`src/rtl/demux_2.sv`:
```
// demux_2: registered 1-to-4 demultiplexer, steered by sel or a round-robin ptr.
// Ports: clk, rst_n (async low), in/in_valid, sel, auto -> out_0..3, out_valid, ptr, frame_done.
module demux_2 #(
  parameter int WIDTH = 8
) (
  input  logic             clk,
  input  logic             rst_n,
  input  logic [0:WIDTH-1] in,
  input  logic             in_valid,
  input  logic [0:1]       sel,
  input  logic             auto,
  output logic [0:WIDTH-1] out_0,
  output logic [0:WIDTH-1] out_1,
  output logic [0:WIDTH-1] out_2,
  output logic [0:WIDTH-1] out_3,
  output logic [0:3]       out_valid,
  output logic [0:1]       ptr,
  output logic             frame_done
);

  logic [0:WIDTH-1] data_q [0:3];
  logic [0:WIDTH-1] data_d [0:3];
  logic [0:3]       vld_q, vld_d;
  logic [0:3]       mask_q, mask_d;
  logic [0:1]       ptr_q, ptr_d;
  logic             fd_q, fd_d;

  logic [0:1]       tgt;
  logic [0:3]       oh;
  logic [0:3]       seen;

  always_comb begin
    tgt = auto ? ptr_q : sel;
    oh = '0;
    oh[tgt] = 1'b1;
    seen = mask_q | oh;
  end

  always_comb begin
    data_d = data_q;
    vld_d  = '0;
    mask_d = mask_q;
    ptr_d  = ptr_q;
    fd_d   = 1'b0;
    if (in_valid) begin
      data_d[tgt] = in;
      vld_d = oh;
      if (auto)
        ptr_d = ptr_q + 2'd1;
      // completing write closes the frame and starts the next one empty
      if (&seen) begin
        fd_d   = 1'b1;
        mask_d = '0;
      end else begin
        mask_d = seen;
      end
    end
  end

  always_ff @(posedge clk or negedge rst_n) begin
    if (!rst_n) begin
      for (int i = 0; i < 4; i++)
        data_q[i] <= '0;
      vld_q  <= '0;
      mask_q <= '0;
      ptr_q  <= '0;
      fd_q   <= 1'b0;
    end else begin
      for (int i = 0; i < 4; i++)
        data_q[i] <= data_d[i];
      vld_q  <= vld_d;
      mask_q <= mask_d;
      ptr_q  <= ptr_d;
      fd_q   <= fd_d;
    end
  end

  assign out_0      = data_q[0];
  assign out_1      = data_q[1];
  assign out_2      = data_q[2];
  assign out_3      = data_q[3];
  assign out_valid  = vld_q;
  assign ptr        = ptr_q;
  assign frame_done = fd_q;

endmodule

```
`config.mk`:
```
export PLATFORM = sky130hd
export DESIGN_NAME = demux_2
export DESIGN_NICKNAME = d
export VERILOG_FILES = /design/src/rtl/demux_2.sv
export SDC_FILE = /design/constraint.sdc
export NUM_CORES = 1
export LEC_CHECK = 0
export BUFFER_PORTS_ARGS = -buffer_cell sky130_fd_sc_hd__buf_2
export CORE_ASPECT_RATIO = 0.9
export CORE_MARGIN = 10
export CORE_UTILIZATION = 50
export CTS_CLUSTER_DIAMETER = 150
export DETAILED_ROUTE_END_ITERATION = 10
export GPL_TIMING_DRIVEN = 1
export MAX_ROUTING_LAYER = met4
export PLACE_DENSITY_LB_ADDON = 0.12
export SYNTH_ARGS = -nofsm -noshare
export SYNTH_HDL_FRONTEND = slang
export SYNTH_SLANG_ARGS = --single-unit
```
`constraint.sdc`:
```
create_clock -name clk -period 2.7 [get_ports clk]
set_clock_uncertainty 0.2 [all_clocks]
set_input_delay 0.27 -clock clk [delete_from_list [all_inputs] [get_ports clk]]
set_output_delay 0.27 -clock clk [all_outputs]
set_load 0.02 [all_outputs]
```
==> flow_metrics.py <==
metrics = {
    "sta": {
        "timing.fmax_mhz": 564,
        "period_minus_slack_ns": 1.77,
        "fin_ws_ns": 0.926,
        "drv_slew": 0,
        "setup_violations": 0,
        "hold_viol": 0,
        "rsz0062_at_grt": "false",
        "fin_crit_sh_pct": 65.7,
        "whs_ns": 0.0551,
        "tns_ns": 0,
        "relSlewSlack_pct": 38.4,
        "worst_pin_slew_ns": 0.923,
    },
    "detailed_routing": {
        "drt_wl_total_um": 3620,
        "dr.pass1.iters": 2,
        "vias_per_cell": 5.09,
        "wl_per_cell_um": 17.2,
        "drc": 0,
        "drtIter0Drc": 32,
        "final_antenna_net_count": 0,
        "vias": 1075,
    },
    "pwr": {
        "power_density_nw_per_um2": 1270,
        "power_mw": 2.64,
        "peakVddDrop_uv": 755,
        "p_leak_nw": 1.02,
    },
    "setup_path": {
        "cp.required_ns": 2.68,
        "crit_chain": "nor3b_1 > o21ai_2 > mux2_2",
        "cp_slowest_cell": "o21ai_2",
        "critPathKind": "reg2reg",
        "cp_max_fo": 10,
        "crit_start": "ptr[1]",
        "start_kind": "register",
        "crit_arrival_ns": 1.75,
        "r2r_start": "ptr[1]",
        "cpLargestDelayFamily": "compound AO/OA/AOI/OAI gates",
        "crit_buf_inv": 0,
        "slowest_delay_ns": 0.48,
        "end_kind": "register",
    },
    "layout": {
        "n_fill_cell": 265,
        "seqCellArea_um2": 1080,
        "antenna_cells": 0,
        "final_core_util_pct": 66.3,
        "final_area_um2": 2080,
        "multi_input_area_um2": 558,
        "drive_above_1_share_pct": 57.4,
        "area_delta_synth_final_pct": 24.3,
        "nNetsFinal": 182,
        "stdcell_count": 211,
    },
    "clock_tree": {
        "ctsHoldBuffers": 1,
        "cts_resized": 0,
        "cts.reportedPaths.clkPinSlew_ns": 0.07,
        "clock_sinks": 43,
        "cts.path.max_buffers": 2,
        "insertion_delay_ns": 0.29,
        "cts_max_level": 2,
        "root_buffer": "clkbuf_8",
        "cts_buffers": 5,
        "cts_tree": "done",
        "cts_setup_buffers": 0,
    },
    "die": {
        "initial_core_util_pct": 53.3,
        "rows": 19,
        "die_w_um": 81.0,
        "design.die.area_um2": 6060,
        "fp.dieH_um": 74.9,
        "io_pins": 53,
        "fp.coreArea_um2": 3140,
    },
    "global_routing": {
        "grt_max_degree": 44,
        "grt_use_total_pct": 13.1,
        "antenna_found_initial": 0,
        "grt_pass1_wl_um": 5770,
        "grt-ovfl-total": 0,
        "grt_pass1_vias": 1175,
    },
    "logic_synthesis": {
        "synth_top_cell_by_area": "dfrtp_1",
        "yosys-top-cells-count": "dfrtp_1 (43), mux2_2 (32), inv_1 (6), a21oi_1 (3)",
        "yosysMostFrequentCell": "dfrtp_1",
        "ys_seq_area_share_pct": 64.3,
        "syn_area_um2": 1670,
        "ys.flop_type": "dfrtp_1",
        "synth.top_cell.area_share_pct": 64.3,
        "ys_ff_latch": 43,
        "syn_nets": 124,
        "yosys_warnings": 0,
        "synth_cell_types": 25,
        "synthCells": 110,
        "synth_area_per_cell_um2": 15.2,
        "yosys-top-cells-area": "dfrtp_1 (64%), mux2_2 (22%), inv_1 (1.3%)",
        "synth-edff-count": 0,
        "async_reset_ff_share_pct": 100,
    },
    "min_path": {
        "min_path_type": "in2reg",
        "worstHoldStart": "in[5]",
    },
    "placement": {
        "dpl_cell_area_um2": 1970,
        "dp.cells": 202,
        "place.port_buffers": 52,
        "dp_hpwl_um": 2710,
        "place_congestion": 0.799,
        "place_ws_ns": 0.870,
    },
    "status": {
        "status": "finished, final reports clean",
    },
    "job": {
        "drv_cap": 0,
    },
}
-- cell families after synthesis --
kind of cell | Yosys count | share of synthesized area, %
XOR/XNOR | 2 | 1.05
AO/OA/AOI/OAI | 8 | 3.59
AND/OR/NAND/NOR | 17 | 7.18
buffers and inverters | 8 | 2.32
flip-flops | 43 | 64.3
multiplexers | 32 | 21.5
-- state kept, by name (all words and copies together) (netlist names) --
register,count
out_3,8
out_2,8
out_valid,4
frame_done,1
out_1,8
mask_q,4
ptr,2
out_0,8
-- report_power, final --
group          internal [mW]  switching, mW
combinational          0.456          0.646
sequential             0.947          0.160
clock                  0.233          0.198
total                   1.64           1.00
-- metal layers --
layer | part of all wire [%] | global-route usage (%)
met1 | 41 | 13.7
met2 | 49 | 21.0
met3 | 8.8 | 6.31
met4 | 1.4 | 4.99
met5 | 0 | -
-- worst reg2reg max path, cell delays in order, from the launching register on --
cell     delay, ns
dfrtp_1       0.47
nor3b_1       0.11
o21ai_2       0.48
mux2_2        0.40
-- layout make-up --
class	count	area share, %
clock buffers	8	4.81
inverters	6	1.08
multi-input cells	59	26.8
flip-flops and latches	43	51.7
well taps	42	2.53
repair buffers	53	13.0
-- cells in the final DEF (no fill, tap or decap) --
| master | count |
|---|---|
| a21oi_1 | 3 |
| and3b_1 | 1 |
| and4bb_4 | 1 |
| buf_2 | 52 |
| clkbuf_1 | 1 |
| clkbuf_8 | 7 |
| dfrtp_1 | 43 |
| dlygate4sd3_1 | 1 |
| inv_1 | 6 |
| mux2_2 | 32 |
| nand2_1 | 1 |
| nand2_2 | 2 |
| nand2b_1 | 1 |
| nand3_1 | 1 |
| nand3b_1 | 2 |
| nand4_1 | 1 |
| nand4b_1 | 1 |
| nor2_1 | 2 |
| nor3_1 | 2 |
| nor3b_1 | 1 |
| nor3b_2 | 1 |
| o211ai_1 | 1 |
| o21ai_0 | 1 |
| o21ai_2 | 1 |
| o21ai_4 | 1 |
| o31ai_1 | 1 |
| xnor2_1 | 2 |
-- final timing paths --
kind | slack [ns] | endpoint | depth (start not counted)
setup / recovery | 0.93 | out_0[2] | 3
hold / removal | 0.06 | out_0[5] | 2
setup reg to reg | 0.93 | out_0[2] | 3
hold reg to reg | 0.30 | out_3[2] | 1
max in group asynchronous | 1.27 | out_1[5] | 2
min in group asynchronous | 0.45 | out_1[7] | 2
No activity file was read; power rests on OpenSTA's default activity.
